==> config.mk <==
export PLATFORM = sky130hd
export DESIGN_NAME = period_meter
export DESIGN_NICKNAME = d
export VERILOG_FILES = /design/src/rtl/period_meter.sv
export SDC_FILE = /design/constraint.sdc
export NUM_CORES = 1
export LEC_CHECK = 0
export CORE_MARGIN = 2
export CORE_UTILIZATION = 50
export CTS_BUF_LIST = sky130_fd_sc_hd__clkbuf_4 sky130_fd_sc_hd__clkbuf_8
export DETAILED_ROUTE_END_ITERATION = 16
export HOLD_SLACK_MARGIN = 0.02
export PLACE_DENSITY = 0.66
export SLEW_MARGIN = 10
export SYNTH_ARGS = -nofsm -noshare
export SYNTH_HDL_FRONTEND = slang
export SYNTH_SLANG_ARGS = --single-unit
==> constraint.sdc <==
create_clock -name qzt_clk -period 5.21 [get_ports qzt_clk]
set_input_delay 1.563 -clock qzt_clk [delete_from_list [all_inputs] [get_ports qzt_clk]]
set_output_delay 1.563 -clock qzt_clk [all_outputs]
set_load 0.05 [all_outputs]
==> src/rtl/period_meter.sv <==
// period_meter: measures qzt_clk cycles between accepted rising edges of clk_in,
// with refractory rejection, lost-signal timeout and a 4-sample running average.
module period_meter #(
    parameter int WIDTH      = 30,
    parameter int MIN_PERIOD = 50000000,
    parameter int MAX_PERIOD = 150000000
) (
    input  logic             qzt_clk,
    input  logic             reset,
    input  logic             clk_in,
    output logic [WIDTH-1:0] period,
    output logic             period_valid,
    output logic [WIDTH-1:0] avg_period,
    output logic             avg_valid,
    output logic             rejected,
    output logic             timeout,
    output logic             active
);
    typedef enum logic {IDLE, MEASURE} state_t;

    localparam logic [WIDTH-1:0] MIN_P = WIDTH'(MIN_PERIOD);
    localparam logic [WIDTH-1:0] MAX_P = WIDTH'(MAX_PERIOD);

    state_t           state;
    logic             s1, s2, s_old;
    logic             rise;
    logic [WIDTH-1:0] counter;
    logic [WIDTH-1:0] hist [4];
    logic [WIDTH+1:0] sum;
    logic [2:0]       count4;

    assign rise = s2 & ~s_old;

    always_ff @(posedge qzt_clk) begin
        if (reset) begin
            state        <= IDLE;
            s1           <= 1'b0;
            s2           <= 1'b0;
            s_old        <= 1'b0;
            counter      <= '0;
            sum          <= '0;
            count4       <= '0;
            period       <= '0;
            period_valid <= 1'b0;
            avg_period   <= '0;
            avg_valid    <= 1'b0;
            rejected     <= 1'b0;
            timeout      <= 1'b0;
            active       <= 1'b0;
            for (int i = 0; i < 4; i++) hist[i] <= '0;
        end else begin
            s1           <= clk_in;
            s2           <= s1;
            s_old        <= s2;
            period_valid <= 1'b0;
            rejected     <= 1'b0;
            timeout      <= 1'b0;
            avg_period   <= sum[WIDTH+1:2];
            case (state)
                IDLE: if (rise) begin
                    state     <= MEASURE;
                    active    <= 1'b1;
                    counter   <= WIDTH'(1);
                    sum       <= '0;
                    count4    <= '0;
                    avg_valid <= 1'b0;
                    for (int i = 0; i < 4; i++) hist[i] <= '0;
                end
                MEASURE: if (rise && counter >= MIN_P) begin
                    period       <= counter;
                    period_valid <= 1'b1;
                    counter      <= WIDTH'(1);
                    hist[0]      <= counter;
                    hist[1]      <= hist[0];
                    hist[2]      <= hist[1];
                    hist[3]      <= hist[2];
                    // the sum never goes negative: the dropped sample is already inside it
                    sum          <= sum + (WIDTH+2)'(counter) - (WIDTH+2)'(hist[3]);
                    count4       <= (count4 == 3'd4) ? 3'd4 : count4 + 3'd1;
                    avg_valid    <= count4 >= 3'd3;
                end else if (rise) begin
                    rejected <= 1'b1;
                    counter  <= counter + WIDTH'(1);
                end else if (counter == MAX_P) begin
                    timeout   <= 1'b1;
                    state     <= IDLE;
                    active    <= 1'b0;
                    avg_valid <= 1'b0;
                    counter   <= '0;
                end else begin
                    counter <= counter + WIDTH'(1);
                end
                default: state <= IDLE;
            endcase
        end
    end
endmodule

Word level (Yosys, flattened, before mapping) --
Memories as Yosys holds them, arrays and structs flattened. Index checks and enable logic that the tools add are counted.
Storage, ports and cells: register bits after elaboration 134, RAM bits 120, input port bits 3, output and inout bits 65, word-level logic and storage cells 91, memories kept 1
Memories:
- hist | depth 4, width 30, rd ports 4, clocked after Yosys merged registers in 0, write ports 4, RTL line 28 | logic [WIDTH-1:0] hist [4];
Cells by class: $add $sub $neg 4, magnitude comparators 2, eq/ne operators 9, muxes and demuxes 43, bitwise gates (word level) 11, reduce and logical (&&, ||, !) cells 7
Operator list (number):
- 30-bit two-way mux | 12
- 32-bit two-way mux | 2
- 32-bit case mux with 2 select lines | 1
- 30-bit case mux with 2 select lines | 1
- 32-bit by 30-bit adder with 32-bit output | 1
- 32-bit by 30-bit subtractor with 32-bit output | 1
- 30-bit by 1-bit adder with 30-bit output (second input constant) | 1
- 30-bit by 28-bit equality test with 1-bit output (second input constant) | 1
- 30-bit by 26-bit greater-or-equal comparator with 1-bit output (second input constant) | 1
- 1-bit two-way mux | 20
- 3-bit two-way mux | 3
- 1-bit OR | 8
- 2-bit inequality test (second input constant) | 3
- 1-bit case mux with 2 select lines | 3
- 3-bit case mux with 2 select lines | 1
- 2-bit by 1-bit inequality test with 1-bit output (second input constant) | 2
- 2-bit AND reduction | 2
- 4-bit AND reduction | 1
- 4-bit OR reduction | 1
- 3-bit by 1-bit adder with 3-bit output (second input constant) | 1
- 3-bit equality test (second input constant) | 1
- 3-bit by 2-bit greater-or-equal comparator with 1-bit output (second input constant) | 1
- 3-bit by 1-bit inequality test with 1-bit output (second input constant) | 1
- 3-bit by 2-bit inequality test with 1-bit output (second input constant) | 1
- other kinds (5) | 6

Logic depth before layout (Yosys ltp) --
Gate-level depths: netlist of run 1.
word-level depth 8, mapped depth 15, gate-level depth less buffers 15

Worst setup path before layout of run 1 --
Ideal clock, no wire load.
path type input port to flip-flop, start point input port reset, end point memory hist[0][0] (enable), library setup time 0.669 ns, arrival 3.153 ns, required time 4.541 ns, slack 1.388 ns, stages on the path 3, path buffers 1, path through clkbuf_1 a21oi_1 nand2b_1
RTL lines:
- from (decl) | RTL line 9 | input logic reset,
- to (decl) | RTL line 28

Worst setup path after layout of run 1 --
start point register counter[2], end point register sum[28]
On the way: word-level cells in the longest chain between the ends 4, elaborated cells between the ends (all ways) 8, those cells by class 2 x add/sub; 1 x order compare; 1 x eq/ne; 2 x mux; 2 x reduce/logical
RTL lines:
- from (decl) | RTL line 27 | logic [WIDTH-1:0] counter;
- from (signal assigned) | RTL line 83 | counter <= counter + WIDTH'(1);
- from (signal assigned) | RTL line 91 | counter <= counter + WIDTH'(1);
- 32-bit by 30-bit adder with 32-bit output / 30-bit by 26-bit greater-or-equal comparator with 1-bit output (equally long branches) | RTL line 78, 69
- 32-bit by 30-bit subtractor with 32-bit output / 1-bit logical AND (equally long branches) | RTL line 78, 69
- 32-bit two-way mux / 2-bit by 1-bit inequality test with 1-bit output (equally long branches)
- 32-bit case mux with 2 select lines / 2-bit AND reduction (equally long branches)
- to (signal assigned) | RTL line 78 | sum <= sum + (WIDTH+2)'(counter) - (WIDTH+2)'(hist[3]);
- to (decl) | RTL line 29 | logic [WIDTH+1:0] sum;
Several ways; a longest one is shown, not always the timed one. The select of a mux whose other input is x is not followed. A chain may end at the register's enable or synchronous reset.

==> summary.md, run 1 <==
| Metric | Value |
|---|---|
| Syn nets | 1223 |
| Crit path time final | about 3.8 ns |
| Dpl ws | 1.41 ns |
| Clock skew | 0.0160 ns |
| Final ANT Viol Nets | 0 |
| Htree depth | 2 |
| Syn. warnings | 0 |
| Post-layout util | 0.590 |
| Initial Util | 0.509 |
| Gr usage total | 0.216 |
| Yosys cell types | between 60 and 70 |
| Number of synthesized flops with an enable pin | 90 |
| Register area share after synthesis | 0.521 |
| Post-cts resize count | 0 |
| Leakage | 5.51 nW |
| Final routed DRC violation total | 0 |
| Chip Height | approximately 160 um |
| Critical Path End Type | register |
| Hold endpoint | s2 |
| MaxCap Viol Count | 0 |
| Port bufs | 67 |
| Worst-Margin Slew | 1.25 ns |
| Synth area leader | dfxtp_1 |
| Layout cell share with drive strength beyond 1 | 0.0852 |
| Worst min-delay path class | reg2reg |
| FF+latch count, synth | roughly 250 |
| Overall power after layout | approximately 4.2 mW |
| Vias in the first global route | 8040 |
| GP Congestion | 0.883 |
| Pwr/cell area | 314 nW/um^2 |
| First-pass GRT wire length | 41500 um |
| Global route total overflow | 0 |
| Vias post-DR | 8228 |
| WL per Instance | 16.4 um |
| Max Buffers Root-to-Sink | 3 |
| N_diodes | 0 |
| Dpl cells | 1464 |
| Pre-antenna DRT Iters | 5 |
| Top post-synthesis cells by area | dfxtp_1 (29%), edfxtp_1 (24%), fa_1 (5.2%) |
| Fmax achieved | 261 MHz |
| Critical path class | reg2reg |
| Sink Count | 254 |
| Vias per cell | 5.34 |
| Standard-cell rows | 55 |
| VDD IR-drop max | 0.202 mV |
| IO Count | 68 |
| Sum Neg Setup Slack | 0 ns |
| DRT iter0 DRCs | 608 |
| Final Net Count | 1296 |
| CTS tree | yes |
| # setup viols final | 0 |
| Req. time, crit path | about 5.6 ns |
| CTS Buf Count | 42 |
| Status | complete, no violations |
| Hold path start | s1 |
| Final WL | between 20000 and 30000 um |
| Fin. Hold Viols | 0 |
| Hold Path Stages | 1 |
| Core footprint | 22600 um^2 |
| Initial antenna violation count | 0 |
| Clock transition at path regs | 0.06 ns |
| Worst r2r path cells | 13 |
| Fillers | between 1.5k and 2k |
| DPL Wire Length | 17700 um |
| CP max FO | 5 |
| Tcrit/Tclk final | 0.736 |
| CP startpoint | counter[2] |
| Root Buffer | clkbuf_8 |
| FF-to-FF setup slack | approximately 1.4 ns |
| Max-slew headroom | 0.163 |
| Crit start category | register |
| DIE AREA | 24200 um^2 |
| Mapped cell area | around 11000 um^2 |
| Share of the synthesized area in the top cell type | 0.286 |
| Clock Latency Late Sink | 0.53 ns |
| Cts hold-fix bufs | 0 |
| P&R area growth vs syn | 16.0% |
| Worst path arrival time | between 4 and 5 ns |
| Final Instance Count excl. Fillers | 1541 |
| Final worst slack | 1.37 ns |
| Fraction of registers with async set/reset | 0 |
| Die Wd | 156 um |
| RR Endpoint | sum[28] |
| Largest net degree at the start of global routing | 63 |
| Top FF cell, synth | dfxtp_1 |
| Gate count of the mapped netlist | between 1k and 1.5k |
| Launch point of the worst reg-to-reg path | counter[2] |
| RSZ-0062 raised after global routing | false |
| Post-CTS Setup Bufs | 0 |
| Mean Syn Cell Area | 9.98 um^2 |
| Max-slew violation count | 0 |
-- Yosys cell counts, types with 30 or more instances --
master and n:
a21o_1 41, a21oi_1 65, a22oi_1 31, and2_1 65, dfxtp_1 164, edfxtp_1 90, fa_1 30, ha_1 40
inv_1 132, nand2_1 61, nand3_1 34, nor2_1 136, o21ai_0 55
-- flip-flops by register name (all words and copies together) (netlist names), 3 cells and up --
register,count
count4,3
counter,30
period,30
hist,120
sum,32
avg_period,30
-- final cells by class --
class | instances | area (um^2) | area share
flip-flops and latches | 254 | 5990 | 0.450
multi-input cells | 716 | 4760 | 0.357
clock buffers | 71 | 877 | 0.0659
repair buffers | 76 | 758 | 0.0569
inverters | 133 | 499 | 0.0375
well taps | 285 | 357 | 0.0268
clock inverters | 6 | 77.6 | 0.00583
-- where the power goes --
part / leakage [nW] / switching (mW) / internal [mW]
sequential: 2.26 / 0.0137 / 2.09
clock: 0.508 / 0.768 / 1.16
combinational: 2.74 / 0.109 / 0.0467
total: 5.51 / 0.890 / 3.29
-- logic make-up after synthesis --
| logic type | after synthesis | synth area share |
|---|---|---|
| buffers and inverters | 180 | 0.0660 |
| adders and majority gates | 70 | 0.0959 |
| xor gates and xnor gates | 27 | 0.0206 |
| DFF | 254 | 0.521 |
| AOI/OAI and AO/OA | 252 | 0.139 |
| and+or+nand+nor | 367 | 0.157 |
-- layout by cell type, fill, tap and decap left out, types with 3 or more instances in the layout --
cell             Yosys  routed
a21oi_1             65      64
xnor2_1             14      14
or3_1                6       6
o31ai_1              4       4
o21ai_1              9       9
buf_4                4       7
or2_2                3       3
o22ai_1              3       3
fa_1                30      30
a31oi_1              5       5
nand2_1             61      61
dfxtp_1            164     164
a211oi_1             8       8
nor2_1             136     135
clkbuf_4             0      16
clkbuf_8             0      55
o21ai_0             55      55
clkdlybuf4s50_1      0      66
and2_1              65      65
or4_1                3       3
nand2b_1             7       6
xor2_1              13      13
ha_1                40      40
nand3_1             34      34
edfxtp_1            90      90
nor4_1               4       4
and3_1              12      12
nor3_1               8       8
a22o_1               4       4
nand4_1              7       7
inv_1              132     132
o211ai_1             6       6
a21o_1              41      41
nor2b_1              5       4
a22oi_1             31      31
-- stage by stage --
| step | hold WS (ns) | area (um^2) |
|---|---|---|
| finish | 0.441 | 13300 |
| global route | 0.456 | 13300 |
| CTS | 0.450 | 13300 |
| detailed placement | 0.437 | 12400 |
| global placement | 0.419 | 12400 |
| floorplan | 0.414 | 11500 |
-- metal layers --
layer,global-route usage,part of all wire,vias up
met1,0.323,0.48,3900
met2,0.318,0.43,237
met3,0.0343,0.060,43
li1,-,-,4048
met4,0.0738,0.023,0
met5,0,0,-
-- critical path, stage by stage (launching register included) --
cell and delay (ns):
dfxtp_1 0.39, inv_1 0.12, fa_1 0.54, inv_1 0.04
ha_1 0.34, nor2b_1 0.16, o31ai_1 0.46, a211oi_1 0.17
o21ai_0 0.31, a21oi_1 0.16, o41ai_2 0.48, o31a_1 0.29
xor2_1 0.15, o21ai_0 0.08
-- how the worst max path moves through the flow --
| stage | slack, ns | endpoint | cells after the start |
|---|---|---|---|
| final | 1.37 | sum[28] | 13 |
| after global routing | 1.08 | sum[28] | 12 |
| after CTS | 1.40 | sum[28] | 13 |
| after detailed placement | 1.41 | sum[28] | 13 |
| after global placement | 1.48 | sum[28] | 13 |
| after floorplan | 1.39 | hist[0][0] | 3 |
Note: power is estimated with default switching activity, not from simulation.
==> inputs of run 2 (changes only) <==
--- a/config.mk
+++ b/config.mk
@@ -10,7 +10,7 @@
 export CTS_BUF_LIST = sky130_fd_sc_hd__clkbuf_4 sky130_fd_sc_hd__clkbuf_8
 export DETAILED_ROUTE_END_ITERATION = 16
 export HOLD_SLACK_MARGIN = 0.02
-export PLACE_DENSITY = 0.66
+export PLACE_DENSITY = 0.68
 export SLEW_MARGIN = 10
 export SYNTH_ARGS = -nofsm -noshare
 export SYNTH_HDL_FRONTEND = slang
==> constraint.sdc (replaced) <==
create_clock -name qzt_clk -period 3.52 [get_ports qzt_clk]
set_input_delay 1.056 -clock qzt_clk [delete_from_list [all_inputs] [get_ports qzt_clk]]
set_output_delay 1.056 -clock qzt_clk [all_outputs]
set_load 0.05 [all_outputs]
==> run 2 against run 1 <==
Against the previous run: first-iteration DRC count is 0.33% lower; sequential share of layout area decreased by 0.69 points; clock power rose by 44%; cell area rose by 1.6%; worst setup slack worse by 1.2 ns; global-route usage up 0.16 points; critical path type unchanged.
==> summary.md, run 2 (synthesis results as in run 1) <==
| Metric | Value |
|---|---|
| Fmax achieved | 296 MHz (+14%) |
| Cts hold-fix bufs | 0 (unchanged) |
| Status | complete, no violations |
| Fillers | 1948 (-1.5%) |
| Worst path arrival time | 3.85 ns (-0.38 ns) |
| First-pass GRT wire length | 41800 um (+0.73%) |
| MaxCap Viol Count | 0 (unchanged) |
| Switching fraction of total power | 0.220 (+0.00748) |
| Req. time, crit path | 3.99 ns (-1.61 ns) |
| Overall power after layout | 6.12 mW (+46%) |
| Largest register FFs | 120 (unchanged) |
| Final Net Count | 1324 (+2.2%) |
| Clock power frac | 0.452 (-0.008) |
| VDD IR-drop max | 0.388 mV (+92%) |
| Largest net degree at the start of global routing | 73 (+16%) |
| CTS tree | yes |
| Vias post-DR | 8406 (+2.2%) |
| Vias per cell | 5.35 (+0.28%) |
| Pre-antenna DRT Iters | 5 (unchanged) |
| Worst-Margin Slew | 1.05 ns (-0.207 ns) |
| Vias in the first global route | 8161 (+1.5%) |
| GP Congestion | 0.894 (+1.3%) |
| Clock skew | 0.0202 ns (+0.00418 ns) |
| Seq pwr share | 0.508 (+0.005) |
| Crit path time final | 3.38 ns (-0.460 ns) |
| IO Count | 68 (unchanged) |
| WL per Instance | 16.5 um (+0.59%) |
| Commonest cells after routing, fill and taps aside | dfxtp_1 (164), nor2_1 (135), inv_1 (132) |
| Final WL | 25900 um (+2.5%) |
| Top Registers | hist (120), sum (32) |
| Htree depth | 2 (unchanged) |
| P_sw | 1.35 mW (+52%) |
| Core footprint | 22600 um^2 (unchanged) |
| Global route total overflow | 0 (unchanged) |
| Die Wd | 156 um (unchanged) |
| Gr usage total | 0.217 (+0.00156) |
| Register name with the most flops | hist |
| Internal Pwr Total | 4.77 mW (+45%) |
| Worst r2r path cells | 16 (+3) |
| N_diodes | 0 (unchanged) |
| Worst min-delay path class | reg2reg |
| RSZ-0062 raised after global routing | true |
| Final worst slack | 0.144 ns (-1.23 ns) |
| CP max FO | 4 (-1) |
| Final ANT Viol Nets | 0 (unchanged) |
| Critical path class | reg2reg |
| Fin. Hold Viols | 0 (unchanged) |
| DPL Wire Length | 17800 um (+0.62%) |
| Max-slew headroom | 0.301 (+0.138) |
| DP Area | 12500 um^2 (+1.5%) |
| Critical Path End Type | register |
| Post-CTS Setup Bufs | 0 (unchanged) |
| CTS Buf Count | 43 (+2.4%) |
| Initial Util | 0.509 (unchanged) |
| Dpl ws | -0.0564 ns (-1.46 ns) |
| Combinational power share | 0.039 (+0.002) |
| Leakage | 5.64 nW (+2.2%) |
| Commonest non-fill, non-tap cell in the layout | dfxtp_1 |
| # setup viols final | 0 (unchanged) |
| Max Buffers Root-to-Sink | 3 (unchanged) |
| Port bufs | 67 (unchanged) |
| Root Buffer | clkbuf_8 |
| Max-slew violation count | 0 (unchanged) |
| Standard-cell rows | 55 (unchanged) |
| Initial antenna violation count | 0 (unchanged) |
| DIE AREA | 24200 um^2 (unchanged) |
| Crit start category | register |
| P&R area growth vs syn | 17.8% |
| Design area | 13500 um^2 (+1.6%) |
| Layout cell share with drive strength beyond 1 | 0.114 (+0.0284) |
| Dpl cells | 1491 (+1.8%) |
| Final routed DRC violation total | 0 (unchanged) |
| Clock Latency Late Sink | 0.55 ns (+0.02 ns) |
| Tcrit/Tclk final | 0.959 (+0.223) |
| Pwr/cell area | 453 nW/um^2 (+44%) |
| Chip Height | 156 um (unchanged) |
| Final Instance Count excl. Fillers | 1570 (+1.9%) |
| DRT iter0 DRCs | 606 (-0.33%) |
| WHS | 0.437 ns (-0.00378 ns) |
| Clock transition at path regs | 0.06 ns (about the same) |
| Hold Path Stages | 1 (unchanged) |
| Sink Count | 254 (unchanged) |
==> run 2: cell type report <==
class	count	area [um^2]	share of cell area
sequential	254	5990	0.443
tap	285	357	0.0264
timing repair buffer	103	948	0.0701
clock buffer	69	850	0.0628
multi-input combinational	716	4800	0.355
inverter	133	499	0.0369
clock inverter	10	78.8	0.00583
==> run 2: power by group through the flow <==
stage          sequential (mW)  clock (mW)  combinational, mW
6_report                  3.11        2.77              0.241
5_1_grt                   3.11        2.96              0.267
4_1_cts                   3.11        2.83              0.237
3_5_place_dp              3.17           0              0.235
3_3_place_gp              3.17           0              0.231
2_1_floorplan             3.17           0              0.165
==> run 2: critical path: stages, from the launching register on <==
cell,delay [ns]
dfxtp_1,0.32
inv_1,0.05
ha_1,0.28
inv_1,0.06
ha_1,0.21
inv_1,0.07
fa_1,0.43
nor2b_2,0.16
o31ai_1,0.07
buf_4,0.16
a211oi_2,0.18
o21ai_1,0.12
a21oi_2,0.22
o41ai_2,0.12
o31a_1,0.35
a2111o_1,0.42
o211ai_1,0.09
==> run 2: stage by stage <==
stage	TNS [ns]	utilization
final	0	0.599
after global routing	-0.0144	0.599
after CTS	0	0.597
after detailed placement	-0.0564	0.556
after global placement	0	0.556
after floorplan	0	-
==> run 2: routing by layer <==
metal | part of all wire | wire, um | GRT usage | up-vias
met3 | 0.066 | 1710 | 0.0348 | 41
met5 | 0 | 0 | 0 | -
li1 | - | - | - | 4102
met2 | 0.44 | 11300 | 0.329 | 277
met1 | 0.48 | 12400 | 0.323 | 3986
met4 | 0.019 | 496 | 0.0633 | 0
==> run 2: what timing repair did <==
item,in CTS,in global routing
setup endpoints to repair,1,8
resized for setup,1,13
pin swaps,1,2
==> run 2: final timing paths <==
| path | start | to | slack [ns] |
|---|---|---|---|
| worst max register to register | sum[0] | sum[30] | 0.14 |
| worst max-delay path | sum[0] | sum[30] | 0.14 |
| worst min-delay path | s1 | s2 | 0.44 |
| worst min register to register | s1 | s2 | 0.44 |
==> inputs of run 3 (changes only) <==
--- a/config.mk
+++ b/config.mk
@@ -9,7 +9,9 @@
 export CORE_UTILIZATION = 50
 export CTS_BUF_LIST = sky130_fd_sc_hd__clkbuf_4 sky130_fd_sc_hd__clkbuf_8
 export DETAILED_ROUTE_END_ITERATION = 16
+export GPL_ROUTABILITY_DRIVEN = 0
 export HOLD_SLACK_MARGIN = 0.02
+export MAX_ROUTING_LAYER = met4
 export PLACE_DENSITY = 0.68
 export SLEW_MARGIN = 10
 export SYNTH_ARGS = -nofsm -noshare
==> constraint.sdc (replaced) <==
create_clock -name qzt_clk -period 3.52 [get_ports qzt_clk]
set_input_delay 1.056 -clock qzt_clk [delete_from_list [all_inputs] [get_ports qzt_clk]]
set_output_delay 1.056 -clock qzt_clk [all_outputs]
set_load 0.02 [all_outputs]
==> run 3 against run 2 <==
Against the previous run: via count shrank 0.67%; worst setup slack lost 0.0055 ns; power grew 1.1%; largest power group unchanged; first-iteration DRC count grew 2.8%; register-to-register slack is essentially flat; global-route usage grew 0.43 points; clock skew grew 0.0018 ns; combinational power shrank 2%; utilization grew 0.17 points; non-clock buffer count grew 3; clock power grew 3%; critical path depth shrank 3.
==> summary.md, run 3 (synthesis results as in run 1) <==
| Metric | Value |
|---|---|
| Pwr/cell area | 456 nW/um^2 (+0.85%) |
| Largest net degree at the start of global routing | 46 (-37%) |
| Clock Latency Late Sink | 0.55 ns (about the same) |
| Status | complete, no violations |
| Final Net Count | 1327 (+0.23%) |
| Final routed DRC violation total | 0 (unchanged) |
| Post-layout util | 0.601 (+0.00172) |
| Critical Path End Type | register |
| Clock skew | 0.0220 ns (+0.00179 ns) |
| Core footprint | 22600 um^2 (unchanged) |
| Fmax achieved | 296 MHz (-0.16%) |
| Clock transition at path regs | 0.06 ns (about the same) |
| Commonest non-fill, non-tap cell in the layout | dfxtp_1 |
| Leakage | 5.65 nW (+0.27%) |
| Max-slew violation count | 0 (unchanged) |
| Vias post-DR | 8350 (-0.67%) |
| Chip Height | 156 um (unchanged) |
| Crit path time final | 3.38 ns (+0.00549 ns) |
| IO Count | 68 (unchanged) |
| Worst-Margin Slew | 0.949 ns (-0.0982 ns) |
| Global route total overflow | 0 (unchanged) |
| DPL Wire Length | 17800 um (+0.10%) |
| Worst path arrival time | 3.85 ns (about the same) |
| Standard-cell rows | 55 (unchanged) |
| # setup viols final | 0 (unchanged) |
| Max Buffers Root-to-Sink | 3 (unchanged) |
| DRT iter0 DRCs | 623 (+2.8%) |
| DIE AREA | 24200 um^2 (unchanged) |
| Final WL | 25500 um (-1.7%) |
| Layout cell share with drive strength beyond 1 | 0.109 (-0.00501) |
| Fin. Hold Viols | 0 (unchanged) |
| Largest register FFs | 120 (unchanged) |
| CP max FO | 6 (+2) |
| Gr usage total | 0.221 (+0.00429) |
| P&R area growth vs syn | 18.1% |
| Vias per cell | 5.30 (-0.98%) |
| Root Buffer | clkbuf_8 |
| Initial antenna violation count | 1 (+1) |
| Sink Count | 254 (unchanged) |
| MaxCap Viol Count | 0 (unchanged) |
| Vias in the first global route | 8077 (-1.0%) |
| Commonest cells after routing, fill and taps aside | dfxtp_1 (164), nor2_1 (135), inv_1 (132) |
| Cts hold-fix bufs | 0 (unchanged) |
| Pre-antenna DRT Iters | 5 (unchanged) |
| Req. time, crit path | 3.99 ns (about the same) |
| First-pass GRT wire length | 41300 um (-1.3%) |
| Htree depth | 2 (unchanged) |
| Port bufs | 67 (unchanged) |
| Worst min-delay path class | reg2reg |
| DP Area | 12600 um^2 (+0.28%) |
| Die Wd | 156 um (unchanged) |
| Post-CTS Setup Bufs | 0 (unchanged) |
| Critical path class | reg2reg |
| VDD IR-drop max | 0.338 mV (-13%) |
| Tcrit/Tclk final | 0.961 (+0.00156) |
| Top Registers | hist (120), sum (32) |
| CTS tree | yes |
| Max-slew headroom | 0.367 (+0.0655) |
| WL per Instance | 16.2 um (-2.0%) |
| Design area | 13600 um^2 (+0.29%) |
| RSZ-0062 raised after global routing | false |
| Register name with the most flops | hist |
| CTS Buf Count | 43 (unchanged) |
| Fillers | 1990 (+2.2%) |
| Crit start category | register |
| WHS | 0.451 ns (+0.0136 ns) |
| Initial Util | 0.509 (unchanged) |
| Final ANT Viol Nets | 0 (unchanged) |
## run 3: cell types whose count changed in the layout (fill, tap and decap cells not counted), sizes merged
cell and change:
clkbuf -7, diode +1, clkinv +5, buf +3, bufinv +3
## run 3: per-layer routing
| metal | vias up | GRT usage | wire, um |
|---|---|---|---|
| li1 | 4112 | - | - |
| met1 | 3969 | 0.319 | 12500 |
| met2 | 243 | 0.324 | 11200 |
| met3 | 26 | 0.0390 | 1500 |
| met4 | 0 | 0.0594 | 337 |
| met5 | - | - | 0 |
## run 3: final timing paths
check	from	endpoint	slack, ns	depth (start not counted)
worst max-delay path	counter[5]	sum[30]	0.14	13
worst min-delay path	sum[8]	sum[8]	0.45	2
worst max register to register	counter[5]	sum[30]	0.14	13
worst min register to register	sum[8]	sum[8]	0.45	2
## run 3: through the flow
step / power, mW / setup WS, ns / TNS, ns / cells
finish: 6.19 / 0.139 / 0 / 1575
global route: 6.42 / 0.000481 / 0 / 1575
CTS: 6.26 / 0.000315 / 0 / 1574
detailed placement: 3.41 / -0.0569 / -0.0761 / 1494
global placement: 3.40 / 0.0618 / 0 / 1494
floorplan: 3.33 / 0.259 / 0 / 1150
## run 3: layout make-up
class,count,area (um^2),area share
flip-flops and latches,254,5990,0.441
multi-input cells,716,4790,0.353
clock inverters,18,185,0.0137
clock buffers,62,759,0.0560
diodes,1,2.50,0.000185
well taps,285,357,0.0263
repair buffers,106,983,0.0725
inverters,133,499,0.0368
## run 3: what timing repair did
action / CTS / global route
endpoints found under the hold margin: 0 / 0
endpoints found under the setup margin: 2 / 8
pin swaps: 1 / 3
resized for setup: 2 / 8
## run 3: worst max-delay path: stages, from the launching register on
cell and delay, ns:
dfxtp_1 0.39, inv_1 0.12, fa_1 0.54, inv_1 0.04, ha_1 0.36, o211ai_1 0.13, and3b_1 0.22, a211oi_2 0.25
o21ai_2 0.10, a21oi_2 0.20, o41ai_2 0.11, o31a_1 0.32, a2111o_1 0.42, o211ai_1 0.10
## run 3: power by group
part           internal (mW)  total (mW)  switching (mW)  leakage (nW)
clock network           1.69        2.84            1.16         0.494
logic                 0.0742       0.236           0.162          2.90
registers               3.09        3.11          0.0196          2.26
total                   4.85        6.19            1.34          5.65
